**src/rtl/tcdm_bank_tas_adapter.sv**
```systemverilog
// tcdm_bank_tas_adapter
// Per-bank stage between a TCDM interconnect memory-side port and one
// single-port SRAM macro. Forwards requests in the grant cycle, returns a
// response one cycle later and turns a read with add_i[TEST_SET_BIT] set into
// an atomic test-and-set: the old word is returned and the bank is written
// with all-ones in the very next cycle, during which no request is granted.
//
// Optional build macro: TCDM_BANK_RSP_REG_EN
//   defined   -> one extra register stage on r_data_o / r_valid_o / r_id_o
//                (response two cycles after grant, SRAM-side timing unchanged)
//   undefined -> response one cycle after grant
module tcdm_bank_tas_adapter #(
  parameter int DATA_WIDTH     = 32,
  parameter int ADDR_WIDTH     = 32,
  parameter int ADDR_MEM_WIDTH = 11,
  parameter int ID_WIDTH       = 20,
  parameter int TEST_SET_BIT   = 20
) (
  input  logic                      clk_i,
  input  logic                      rst_i,
  input  logic                      req_i,
  output logic                      gnt_o,
  input  logic [ADDR_WIDTH-1:0]     add_i,
  input  logic                      wen_i,
  input  logic [DATA_WIDTH-1:0]     data_i,
  input  logic [DATA_WIDTH/8-1:0]   be_i,
  input  logic [ID_WIDTH-1:0]       id_i,
  output logic [DATA_WIDTH-1:0]     r_data_o,
  output logic                      r_valid_o,
  output logic [ID_WIDTH-1:0]       r_id_o,
  output logic                      mem_req_o,
  output logic                      mem_we_o,
  output logic [ADDR_MEM_WIDTH-1:0] mem_addr_o,
  output logic [DATA_WIDTH-1:0]     mem_wdata_o,
  output logic [DATA_WIDTH/8-1:0]   mem_be_o,
  input  logic [DATA_WIDTH-1:0]     mem_rdata_i
);

  localparam int BE_WIDTH = DATA_WIDTH / 8;

  typedef enum logic {
    IDLE   = 1'b0,
    TAS_WR = 1'b1
  } state_t;

  state_t                    state_reg, state_next;
  logic [ADDR_MEM_WIDTH-1:0] tas_idx_reg, tas_idx_next;
  logic                      rsp_valid_reg, rsp_valid_next;
  logic                      rsp_read_reg, rsp_read_next;
  logic [ID_WIDTH-1:0]       rsp_id_reg, rsp_id_next;

  logic [ADDR_MEM_WIDTH-1:0] req_idx;
  logic                      fire;
  logic                      rsp_valid_c;
  logic [DATA_WIDTH-1:0]     rsp_data_c;
  logic [ID_WIDTH-1:0]       rsp_id_c;

  // Only the word index reaches the SRAM; byte offset, the TAS flag and the
  // upper address bits are folded into a sink so they are visibly consumed.
  logic unused_addr_bits;
  assign unused_addr_bits = ^{add_i[ADDR_WIDTH-1:ADDR_MEM_WIDTH+2], add_i[1:0]};
  assign req_idx          = add_i[ADDR_MEM_WIDTH+1:2];

  // Grant, SRAM drive and next state; everything is held at zero while rst_i
  // is high so a TAS write pending at reset is dropped.
  always_comb begin
    state_next   = state_reg;
    tas_idx_next = tas_idx_reg;
    gnt_o        = 1'b0;
    fire         = 1'b0;
    mem_req_o    = 1'b0;
    mem_we_o     = 1'b0;
    mem_addr_o   = '0;
    mem_wdata_o  = '0;
    mem_be_o     = '0;
    if (!rst_i) begin
      case (state_reg)
        IDLE: begin
          gnt_o       = 1'b1;
          fire        = req_i;
          mem_req_o   = req_i;
          mem_we_o    = ~wen_i;
          mem_addr_o  = req_idx;
          mem_wdata_o = data_i;
          mem_be_o    = be_i;
          if (req_i && wen_i && add_i[TEST_SET_BIT]) begin
            state_next   = TAS_WR;
            tas_idx_next = req_idx;
          end
        end
        TAS_WR: begin
          mem_req_o   = 1'b1;
          mem_we_o    = 1'b1;
          mem_addr_o  = tas_idx_reg;
          mem_wdata_o = {DATA_WIDTH{1'b1}};
          mem_be_o    = {BE_WIDTH{1'b1}};
          state_next  = IDLE;
        end
        default: state_next = IDLE;
      endcase
    end
  end

  // Remember what was granted so the response can be formed next cycle.
  always_comb begin
    rsp_valid_next = fire;
    rsp_read_next  = fire & wen_i;
    rsp_id_next    = fire ? id_i : rsp_id_reg;
  end

  // State and response-tracking registers.
  always_ff @(posedge clk_i) begin
    if (rst_i) begin
      state_reg     <= IDLE;
      tas_idx_reg   <= '0;
      rsp_valid_reg <= 1'b0;
      rsp_read_reg  <= 1'b0;
      rsp_id_reg    <= '0;
    end else begin
      state_reg     <= state_next;
      tas_idx_reg   <= tas_idx_next;
      rsp_valid_reg <= rsp_valid_next;
      rsp_read_reg  <= rsp_read_next;
      rsp_id_reg    <= rsp_id_next;
    end
  end

  // Response is formed from the SRAM read port in the cycle after the grant;
  // writes answer with zero data and a reset cycle suppresses the response.
  always_comb begin
    rsp_valid_c = rsp_valid_reg & ~rst_i;
    rsp_data_c  = (rsp_valid_c && rsp_read_reg) ? mem_rdata_i : '0;
    rsp_id_c    = rst_i ? '0 : rsp_id_reg;
  end

`ifdef TCDM_BANK_RSP_REG_EN
  logic                  r_valid_reg;
  logic [DATA_WIDTH-1:0] r_data_reg;
  logic [ID_WIDTH-1:0]   r_id_reg;

  // Extra response pipeline stage for timing closure towards the interconnect.
  always_ff @(posedge clk_i) begin
    if (rst_i) begin
      r_valid_reg <= 1'b0;
      r_data_reg  <= '0;
      r_id_reg    <= '0;
    end else begin
      r_valid_reg <= rsp_valid_c;
      r_data_reg  <= rsp_data_c;
      r_id_reg    <= rsp_id_c;
    end
  end

  assign r_valid_o = r_valid_reg;
  assign r_data_o  = r_data_reg;
  assign r_id_o    = r_id_reg;
`else
  assign r_valid_o = rsp_valid_c;
  assign r_data_o  = rsp_data_c;
  assign r_id_o    = rsp_id_c;
`endif

endmodule

```
**config.mk**
```make
export PLATFORM = sky130hd
export DESIGN_NAME = tcdm_bank_tas_adapter
export DESIGN_NICKNAME = d
export VERILOG_FILES = /design/src/rtl/tcdm_bank_tas_adapter.sv
export SDC_FILE = /design/constraint.sdc
export NUM_CORES = 1
export LEC_CHECK = 0
export BUFFER_PORTS_ARGS = -buffer_cell sky130_fd_sc_hd__buf_4
export CORE_AREA = 2 2 88 90
export DETAILED_ROUTE_END_ITERATION = 10
export DIE_AREA = 0 0 90 92
export PLACE_DENSITY = 0.8
export SLEW_MARGIN = 10
export SYNTH_ARGS = -nofsm -noshare
export SYNTH_HDL_FRONTEND = slang
export SYNTH_SLANG_ARGS = --single-unit
```
**constraint.sdc**
```tcl
create_clock -name clk_i -period 3.4 [get_ports clk_i]
set_input_delay 0.68 -clock clk_i [delete_from_list [all_inputs] [get_ports clk_i]]
set_output_delay 0.68 -clock clk_i [all_outputs]
set_load 0.01 [all_outputs]
```
* Word-level counts from Yosys, hierarchy flattened
Index checks and enable logic that the tools add are counted.
** Cells by class
- Mux-type cells :: 18
- Bitwise operators :: 5
- Reduce and logical (&&, ||, !) cells :: 4
** Operators by type and width (count)
- $mux W32 :: 2
- $pmux W32 S2 :: 1
- $pmux W11 S2 :: 1
- $mux W20 :: 1
- $mux W11 :: 1
- $pmux W4 S2 :: 1
- $mux W1 :: 7
- $pmux W1 S2 :: 3
- $mux W4 :: 1
- $logic_and A1 B1 Y1 :: 3
- $not A1 Y1 :: 3
- $and A1 B1 Y1 :: 2
- $reduce_and A2 Y1 :: 1
** Storage, ports and cells
- Bits in registers :: 34
- Input bits :: 124
- Word-level logic and storage cells :: 32

* Depth between registers and ports, before layout
Gate-level depths: netlist of the first run.
- Word-level depth :: 4
- Depth in mapped cells :: 4
- Depth with buffers taken out :: 2

* Least setup slack after synthesis of the first run
Ideal clock, no wire load.
- Kind :: input -> output
- Start point :: in rst_i
- End point :: out mem_we_o
- Arrival :: 1.356 ns
- Required time :: 2.720 ns
- Path slack :: 1.364 ns
- Stages :: 4
- Path through :: buf_2 buf_2 buf_2 a21oi_1
** On the way
- Longest elaborated chain between the ends :: 1
** Ends and longest elaborated chain
- start, declared :: line 20 : input logic rst_i,
- $mux W1 :: line 76 : if (!rst_i) begin
- end, declared :: line 32 : output logic mem_we_o,
Every way passes these cells.

* Worst setup path after layout of the first run
- Start point :: in rst_i
- End point :: out r_data_o[24]
** On the way
- Longest elaborated chain between the ends :: 4
** Ends and longest elaborated chain
- $not A1 Y1 :: line 131 : rsp_valid_c = rsp_valid_reg & ~rst_i;
- $and A1 B1 Y1 :: line 131
- $logic_and A1 B1 Y1 :: line 132 : rsp_data_c = (rsp_valid_c && rsp_read_reg) ? mem_rdata_i : '0;
- $mux W32 :: line 132
- end, declared :: line 28 : output logic [DATA_WIDTH-1:0] r_data_o,
Every way passes these cells.

==> key figures, run 1 <==
Clock tree
  • CTS H-Tree Depth: 2
  • Max Buffers Root-to-Sink: 2
  • Clock latency on the worst-skew pair: 0.27 ns
  • Hold_buf cts: 0
  • PostCTS Resize Cnt: 0
  • CTS Root Cell: clkbuf_8
  • CTS tree: yes
  • Clock Sinks: 34
  • Post-CTS setup buffer count: 0
  • Clock transition at the registers of the reported paths: 0.07 ns
  • TritonCTS Buffers: 5

Pwr
  • Net Sw Power: 0.267 mW
  • PwrDens: 292 nW/um^2
  • Clock power share: 33.8%
  • Combinational Power Share: 27.3%
  • Worst vdd ir: 0.000273 V
  • Share of power burned in registers: 38.9%
  • Power Internal: 0.841 mW
  • Sw Ratio: 24.1%
  • Leak: 1.94 nW

Synth
  • Synth area leaders: dfxtp_1 (32%), nor2_1 (15%), mux2i_1 (11%), and2_1 (9.8%), mux2_2 (9.7%)
  • Most frequent cell after synthesis: nor2_1
  • Cell Area, Synth: 2100 um^2
  • Synth Instances: 266
  • Commonest register cell after synthesis: dfxtp_1
  • Leading area contributor after synthesis: dfxtp_1
  • Top-area cell type share of the netlist area: 32.5%
  • Sequential fraction of the synthesis area: 32.5%
  • Async SR Flop Fraction: 0%
  • Distinct cells, synth: 18
  • Post-synth EDFFs: 0
  • Syn avg cell area: 7.88 um^2
  • Yosys reg bits: 34
  • Top cells by count, synth: nor2_1 (86), dfxtp_1 (34), and2_1 (33), mux2i_1 (22), nand2b_1 (22)
  • Yosys warns: 0
  • Synthesized Nets: 390

Min path
  • Hold depth: 2
  • Worst min path class: flip-flop to flip-flop

Worst setup path
  • Buf+Inv Stages, Crit Path: 2
  • CP most frequent cell: buf_4
  • Reg2reg end: tas_idx_reg[10]$_SDFFE_PP0P_
  • Crit. End Element: output pin
  • WP data required: 2.72 ns
  • Worst EP arrival: 1.88 ns
  • Cells on worst reg2reg path: 3
  • Startpoint types: primary input
  • Setup crit end: r_data_o[24]
  • Crit-path max FO: 32
  • Slowest cell on crit path: and3b_1
  • Worst-path cell chain: buf_4 > and3b_1 > and2_1 > buf_4
  • Family with the most delay on the worst path: simple AND/OR/NAND/NOR gates
  • Crit Reg-Reg Startpoint: state_reg$_SDFF_PN0_
  • Reg2reg setup slack: 1.58 ns
  • Worst setup path category: primary input to output pin
  • Critical path origin: rst_i
  • Number of cells on the critical path: 4
  • Crit path largest cell delay: 0.70 ns

Layout
  • Final #Nets: 585
  • Layout cell share with drive strength beyond 1: 51.4%
  • # diodes: 0
  • Post-route core utilization: 51.0%
  • Largest register FFs: 20
  • Area Overhead vs Synth: 81.0%
  • Fill count: 748
  • Finished Layout Cells: 563

Route
  • Drt first pass iters: 4
  • DRT Wirelength: 6.65 mm
  • Drt drc: 0
  • WL/cell: 11.8 um
  • Vias per cell: 4.17
  • Iter 0 DRT Violations: 46
  • Post-DRT Antenna Nets: 0
  • Via count: 2347

Floorplan
  • Row count: 32
  • Num ports: 227
  • Initial Util: 28.2%
  • Chip width: 90 um
  • Die Y: 92 um
  • Die area: 8280 um^2
  • Placeable Area: 7450 um^2

GRT
  • First-pass GRT wire length: 10.5 mm
  • Total gr overflow: 0
  • Initial antenna violation count: 0
  • GR Util All Layers: 15.0%
  • Vias in the first global route: 2304
  • Pin count of the biggest net entering global routing: 95

Timing
  • Setup Viol. Count Final: 0
  • Fin crit period: 2.56 ns
  • Slew headroom: 44.4%
  • Clk_skew: 0.00240 ns
  • Final hold violation count: 0
  • Max Slew Vio Count: 0
  • Setup tns final: 0 ns
  • Slew @ Worst Pin: 0.835 ns
  • Unrepaired setup endpoints after global routing: false
  • Final period util: 75.4%
  • Final setup margin: 0.838 ns
  • Fmax: 390 MHz

Placed design
  • Pre-CTS setup slack: 0.833 ns
  • Placed Instances: 556
  • Detailed placer's ending HPWL: 5.19 mm
  • IO buf count: 206
  • GPL Wtd Cong: 0.758

Job
  • Total of max-cap violations: 0

Outcome
  • Status: finished clean
worst register-to-register path, delay by kind of cell (launching register included):
family | cells | cell delay, ns
buffers and inverters | 1 | 0.27
flip-flops | 1 | 0.49
multiplexers | 1 | 0.27
AND/OR/NAND/NOR | 1 | 0.73
kinds of logic after synthesis:
family / after synthesis / synth area share, %
buffers and inverters: 23 / 5.91
muxes: 42 / 21.2
DFF: 34 / 32.5
and+or+nand+nor: 166 / 40.2
AOI/OAI and AO/OA: 1 / 0.238
metal layers:
metal	global-route usage [%]	share of wire, %	up-vias
met5	0	0	-
met4	2.44	0.80	0
met3	5.42	7.1	8
met2	27.2	51	77
met1	17.3	41	1047
li1	-	-	1215
placed cells by master (no fill, tap or decap):
master / synthesis / final
a21oi_1: 1 / 1
and2_1: 33 / 33
and3_1: 1 / 1
and3b_1: 1 / 1
and4b_1: 1 / 1
buf_4: 1 / 210
bufinv_16: 0 / 1
clkbuf_8: 0 / 6
dfxtp_1: 34 / 33
dfxtp_2: 0 / 1
inv_1: 1 / 1
mux2_1: 2 / 2
mux2_2: 18 / 18
mux2i_1: 22 / 22
nand2b_1: 22 / 22
nor2_1: 86 / 86
nor2b_1: 21 / 21
nor3b_4: 1 / 1
area by class of cell:
type                       count  area (um^2)  share of cell area [%]
multi-input combinational    209         1290                    34.1
clock inverter                 1         30.0                   0.791
tap                          102          128                    3.36
timing repair buffer         210         1580                    41.5
inverter                       1         3.75                  0.0989
clock buffer                   6         82.6                    2.18
sequential                    34          682                    18.0
power by group through the flow:
stage	logic [mW]	clock network [mW]	registers (mW)
after CTS	0.306	0.396	0.431
after floorplan	0.133	0	0.436
after global routing	0.329	0.414	0.434
final	0.303	0.374	0.431
after global placement	0.299	0	0.439
after detailed placement	0.304	0	0.440
stage by stage:
step	hold WS [ns]	power [mW]	instance area (um^2)
floorplan	0.448	0.569	2100
global placement	0.459	0.738	3680
detailed placement	0.466	0.744	3680
CTS	0.477	1.13	3790
global route	0.490	1.18	3790
finish	0.476	1.11	3790
how the worst min path moves through the flow:
stage,from,endpoint,slack (ns)
after floorplan,tas_idx_reg[6]$_SDFFE_PP0P_,tas_idx_reg[6]$_SDFFE_PP0P_,0.45
after detailed placement,tas_idx_reg[5]$_SDFFE_PP0P_,tas_idx_reg[5]$_SDFFE_PP0P_,0.47
final,tas_idx_reg[5]$_SDFFE_PP0P_,tas_idx_reg[5]$_SDFFE_PP0P_,0.48
after CTS,tas_idx_reg[6]$_SDFFE_PP0P_,tas_idx_reg[6]$_SDFFE_PP0P_,0.48
after global routing,tas_idx_reg[6]$_SDFFE_PP0P_,tas_idx_reg[6]$_SDFFE_PP0P_,0.49
after global placement,tas_idx_reg[8]$_SDFFE_PP0P_,tas_idx_reg[8]$_SDFFE_PP0P_,0.46
(Power assumes the default switching activity.)
==> inputs of run 2 (changes only) <==
--- a/config.mk
+++ b/config.mk
@@ -9,7 +9,7 @@
 export CORE_AREA = 2 2 88 90
 export DETAILED_ROUTE_END_ITERATION = 10
 export DIE_AREA = 0 0 90 92
-export PLACE_DENSITY = 0.8
+export PLACE_DENSITY = 0.82
 export SLEW_MARGIN = 10
 export SYNTH_ARGS = -nofsm -noshare
 export SYNTH_HDL_FRONTEND = slang
==> constraint.sdc (replaced) <==
create_clock -name clk_i -period 2.07 [get_ports clk_i]
set_input_delay 0.414 -clock clk_i [delete_from_list [all_inputs] [get_ports clk_i]]
set_output_delay 0.414 -clock clk_i [all_outputs]
set_load 0.01 [all_outputs]
==> key figures, run 2 (synthesized netlist as in run 1, its figures left out) <==
Timing
  • Setup Viol. Count Final: 0 (unchanged)
  • Unrepaired setup endpoints after global routing: false
  • Slew headroom: 69.3% (+25 points)
  • Clk_skew: 0.00450 ns (+0.00210 ns)
  • Fin crit period: 1.88 ns
  • Max Slew Vio Count: 0 (unchanged)
  • Fmax: 532 MHz
  • Slew @ Worst Pin: 0.461 ns (-0.374 ns)
  • Final hold violation count: 0 (unchanged)
  • Final period util: 90.8%
  • Setup tns final: 0 ns (unchanged)

Clock tree
  • Clock latency on the worst-skew pair: 0.28 ns (about the same)
  • CTS tree: yes
  • CTS H-Tree Depth: 2 (unchanged)
  • Hold_buf cts: 0 (unchanged)
  • Clock Sinks: 34 (unchanged)
  • Max Buffers Root-to-Sink: 2 (unchanged)
  • PostCTS Resize Cnt: 0 (unchanged)
  • TritonCTS Buffers: 5 (unchanged)
  • Clock transition at the registers of the reported paths: 0.07 ns (about the same)
  • CTS Root Cell: clkbuf_8
  • Post-CTS setup buffer count: 0 (unchanged)

Pwr
  • Worst vdd ir: 0.000442 V (+62%)
  • Leak: 1.95 nW (+0.16%)
  • PwrDens: 443 nW/um^2 (+52%)

Layout
  • Layout cell share with drive strength beyond 1: 51.6% (+0.21 points)
  • Final #Nets: 587 (+0.34%)
  • Finished Layout Cells: 565 (+0.36%)
  • Fill count: 710 (-5.1%)
  • Most common library cell in the layout ignoring fill and taps: buf_4
  • Highest-count cells in the layout ignoring fill and taps: buf_4 (210), nor2_1 (86), and2_1 (33), dfxtp_1 (33)
  • Largest register FFs: 20 (unchanged)
  • # diodes: 0 (unchanged)
  • Area Overhead vs Synth: 81.3%

Worst setup path
  • Crit Reg-Reg Startpoint: state_reg$_SDFF_PN0_
  • Reg2reg end: rsp_id_reg[12]$_SDFFE_PP0P_
  • Cells on worst reg2reg path: 3 (unchanged)
  • Crit. End Element: output pin
  • Worst EP arrival: 1.47 ns (-0.41 ns)
  • Crit-path max FO: 47 (+47%)
  • WP data required: 1.66 ns (-1.06 ns)
  • Reg2reg setup slack: 0.77 ns (-0.81 ns)
  • Worst setup path category: flip-flop to output pin
  • Startpoint types: flip-flop

Route
  • Iter 0 DRT Violations: 58 (+26%)
  • Vias per cell: 4.22 (+1.1%)
  • DRT Wirelength: 7.05 mm (+6.0%)
  • Drt drc: 0 (unchanged)
  • Via count: 2382 (+1.5%)
  • Drt first pass iters: 4 (unchanged)
  • WL/cell: 12.5 um (+5.6%)
  • Post-DRT Antenna Nets: 0 (unchanged)

Floorplan
  • Die Y: 92 um (unchanged)
  • Num ports: 227 (unchanged)
  • Initial Util: 28.2% (unchanged)
  • Chip width: 90 um (unchanged)
  • Die area: 8280 um^2 (unchanged)
  • Row count: 32 (unchanged)
  • Placeable Area: 7450 um^2 (unchanged)

GRT
  • Routing usage on met1: 20.1% (+2.8 points)
  • Initial antenna violation count: 0 (unchanged)
  • Total gr overflow: 0 (unchanged)
  • Vias in the first global route: 2244 (-2.6%)
  • Grt met2 use: 27.5% (+0.31 points)
  • GR peak layer: met2
  • GR Util All Layers: 16.2% (+1.1 points)
  • Pin count of the biggest net entering global routing: 56 (-41%)
  • First-pass GRT wire length: 11.1 mm (+5.2%)
  • Met3 Usage GRT: 5.18% (-0.25 points)

Min path
  • Hold depth: 2 (unchanged)
  • Hold Path Sink: rsp_id_reg[17]$_SDFFE_PP0P_
  • Worst min path class: primary input to flip-flop
  • Min-delay src: id_i[17]

Placed design
  • Detailed placer's ending HPWL: 5.57 mm (+7.4%)
  • GPL Wtd Cong: 0.677 (-11%)
  • Placed Instances: 558 (+0.36%)
  • IO buf count: 206 (unchanged)

Job
  • Total of max-cap violations: 0 (unchanged)

Outcome
  • Status: finished clean
-- run 2: layout make-up --
class                           count  area [um^2]  area share [%]
Clock inverter                      2         10.0           0.263
Clock buffer                        5         68.8            1.81
Inverter                            1         3.75          0.0987
Tap cell                          102          128            3.36
Multi-Input combinational cell    209         1290            34.0
Timing Repair Buffer              212         1620            42.5
Sequential cell                    34          682            17.9
-- run 2: per-layer routing --
metal | wire [um] | vias up | share of wire (%)
met5 | 0 | - | 0
met4 | 94 | 0 | 1.3
met3 | 434 | 12 | 6.2
met2 | 3510 | 78 | 50
met1 | 3020 | 1072 | 43
li1 | - | 1220 | -
-- run 2: critical path: stages (launching register included) --
cell     delay [ns]
dfxtp_2        0.44
buf_12         0.26
mux2i_1        0.21
nor2_1         0.08
buf_4          0.17
-- run 2: worst max path at each step --
| stage | startpoint | to | slack [ns] | depth (start not counted) |
|---|---|---|---|---|
| 2_1_floorplan | rst_i | mem_we_o | 0.57 | 4 |
| 3_3_place_gp | rst_i | r_data_o[24] | 0.38 | 5 |
| 3_5_place_dp | rst_i | r_data_o[24] | 0.35 | 5 |
| 4_1_cts | state_reg$_SDFF_PN0_ | mem_addr_o[2] | 0.16 | 4 |
| 5_1_grt | state_reg$_SDFF_PN0_ | mem_addr_o[2] | 0.08 | 4 |
| 6_report | state_reg$_SDFF_PN0_ | mem_addr_o[2] | 0.19 | 4 |
-- run 2: where the power goes --
group          leakage, nW  switching [mW]  internal, mW  total (mW)
Clock               0.0438           0.242         0.226       0.468
Sequential           0.280          0.0113         0.694       0.705
Combinational         1.62           0.202         0.308       0.511
-- run 2: metrics by stage --
step	utilization, %	setup WS (ns)	cell area (um^2)	hold slack, ns	power, mW
CTS	51.0	0.161	3800	0.334	1.71
global route	51.0	0.0809	3800	0.333	1.79
global placement	50.0	0.375	3720	0.458	1.22
finish	51.0	0.190	3800	0.338	1.68
floorplan	-	0.566	2100	0.448	0.934
detailed placement	50.0	0.348	3720	0.469	1.23
==> inputs of run 3 (changes only) <==
--- a/config.mk
+++ b/config.mk
@@ -9,6 +9,7 @@
 export CORE_AREA = 2 2 88 90
 export DETAILED_ROUTE_END_ITERATION = 10
 export DIE_AREA = 0 0 90 92
+export MAX_ROUTING_LAYER = met4
 export PLACE_DENSITY = 0.82
 export SLEW_MARGIN = 10
 export SYNTH_ARGS = -nofsm -noshare
==> key figures, run 3 (synthesized netlist as in run 1, its figures left out) <==
Outcome
  • Status: finished clean

Route
  • WL/cell: 12.5 um (about the same)
  • Post-DRT Antenna Nets: 0 (unchanged)
  • Met2 wire length: 3.52 mm (+0.23%)
  • Via count: 2379 (-0.13%)
  • DRT Wirelength: 7.06 mm (about the same)
  • Drt first pass iters: 4 (unchanged)
  • Vias per cell: 4.21 (-0.13%)
  • Met1 WL: 3.09 mm (+2.5%)
  • Iter 0 DRT Violations: 64 (+10%)
  • Drt drc: 0 (unchanged)
  • Met3 wire length: 364 um (-16%)
  • Max Used Layer: met4

Layout
  • Area of the multi-input gates: 1290 um^2 (unchanged)
  • Highest-count cells in the layout ignoring fill and taps: buf_4 (210), nor2_1 (86), and2_1 (33), dfxtp_1 (33)
  • Fill count: 710 (unchanged)
  • Layout cell share with drive strength beyond 1: 51.6% (unchanged)
  • Most common library cell in the layout ignoring fill and taps: buf_4
  • # diodes: 0 (unchanged)
  • Final #Nets: 587 (unchanged)
  • Largest register FFs: 20 (unchanged)
  • FF+latch area: 682 um^2 (unchanged)
  • Area Overhead vs Synth: 81.3% (unchanged)

Clock tree
  • CTS H-Tree Depth: 2 (unchanged)
  • CTS tree: yes
  • TritonCTS Buffers: 5 (unchanged)
  • Hold_buf cts: 0 (unchanged)
  • Clock transition at the registers of the reported paths: 0.07 ns (about the same)
  • Clock Sinks: 34 (unchanged)
  • Clock latency on the worst-skew pair: 0.28 ns (about the same)
  • CTS Root Cell: clkbuf_8
  • PostCTS Resize Cnt: 0 (unchanged)
  • Post-CTS setup buffer count: 0 (unchanged)
  • Max Buffers Root-to-Sink: 2 (unchanged)

Timing
  • Slew @ Worst Pin: 0.462 ns (+0.00187 ns)
  • Slew headroom: 69.2% (-0.12 points)
  • Setup tns final: 0 ns (unchanged)
  • Final period util: 90.9% (about the same)
  • Clk_skew: 0.00484 ns (+0.000341 ns)
  • Fin crit period: 1.88 ns (+0.000930 ns)
  • Unrepaired setup endpoints after global routing: false
  • Fmax: 532 MHz (about the same)
  • Max Slew Vio Count: 0 (unchanged)
  • Final hold violation count: 0 (unchanged)
  • Setup Viol. Count Final: 0 (unchanged)

Worst setup path
  • WP data required: 1.66 ns (about the same)
  • Worst setup path category: flip-flop to output pin
  • Reg2reg setup slack: 0.78 ns (about the same)
  • Worst EP arrival: 1.47 ns (about the same)
  • Crit Reg-Reg Startpoint: state_reg$_SDFF_PN0_
  • Cells on worst reg2reg path: 3 (unchanged)
  • Crit-path max FO: 47 (unchanged)
  • Reg2reg end: rsp_id_reg[12]$_SDFFE_PP0P_
  • Crit. End Element: output pin
  • Startpoint types: flip-flop

Min path
  • Hold Path Sink: rsp_id_reg[17]$_SDFFE_PP0P_
  • Worst min path class: primary input to flip-flop
  • Min-delay src: id_i[17]
  • Hold depth: 2 (unchanged)

GRT
  • First-pass GRT wire length: 11.1 mm (-0.13%)
  • Initial antenna violation count: 0 (unchanged)
  • GR Util All Layers: 16.6% (+0.45 points)
  • Vias in the first global route: 2249 (+0.22%)
  • Total gr overflow: 0 (unchanged)
  • Pin count of the biggest net entering global routing: 56 (unchanged)

Pwr
  • Leak: 1.95 nW (unchanged)
  • Total power: 1.68 mW (about the same)
  • PwrDens: 443 nW/um^2 (about the same)
  • Worst vdd ir: 0.000443 V (+0.19%)

Job
  • Total of max-cap violations: 0 (unchanged)

Floorplan
  • Die Y: 92 um (unchanged)
  • Num ports: 227 (unchanged)
  • Row count: 32 (unchanged)
  • Die area: 8280 um^2 (unchanged)
  • Initial Util: 28.2% (unchanged)
  • Placeable Area: 7450 um^2 (unchanged)
  • Chip width: 90 um (unchanged)

Placed design
  • Detailed placer's ending HPWL: 5.57 mm (unchanged)
  • GPL Wtd Cong: 0.676 (-0.13%)
  • IO buf count: 206 (unchanged)
[run 3: cell counts in the layout (fill, tap and decap cells not counted)]
No cell type changed its count.
[run 3: worst max path at each step]
stage	start	cells past startpoint	to	slack, ns
6_report	state_reg$_SDFF_PN0_	4	mem_addr_o[2]	0.19
5_1_grt	state_reg$_SDFF_PN0_	4	mem_addr_o[2]	0.08
4_1_cts	state_reg$_SDFF_PN0_	4	mem_addr_o[2]	0.16
3_5_place_dp	rst_i	5	r_data_o[24]	0.35
3_3_place_gp	rst_i	5	r_data_o[24]	0.38
2_1_floorplan	rst_i	4	mem_we_o	0.57
[run 3: power by group]
part | switching [mW] | internal [mW] | total (mW)
clock network | 0.243 | 0.226 | 0.469
logic | 0.202 | 0.308 | 0.511
registers | 0.0114 | 0.694 | 0.705
[run 3: layout make-up]
| type | instances | share of cell area [%] |
|---|---|---|
| clock inverters | 2 | 0.263 |
| multi-input cells | 209 | 34.0 |
| flip-flops and latches | 34 | 17.9 |
| clock buffers | 5 | 1.81 |
| repair buffers | 212 | 42.5 |
| well taps | 102 | 3.36 |
| inverters | 1 | 0.0987 |
[run 3: per-layer routing]
layer / global-route usage (%) / vias up
li1: - / 1221
met1: 20.7 / 1068
met2: 27.5 / 78
met3: 4.19 / 12
met4: 3.59 / 0
met5: - / -
[run 3: stage by stage]
step                cells  setup slack, ns  utilization [%]  area [um^2]  hold slack (ns)
detailed placement    558            0.348             50.0         3720            0.469
floorplan             266            0.566                -         2100            0.448
CTS                   565            0.161             51.0         3800            0.334
global placement      558            0.375             50.0         3720            0.458
finish                565            0.189             51.0         3800            0.338
global route          565           0.0809             51.0         3800            0.333
[run 3: worst max-delay path, cell delays in order, from the launching register on]
cell and delay, ns:
dfxtp_2 0.44, buf_12 0.26, mux2i_1 0.21, nor2_1 0.08
buf_4 0.17
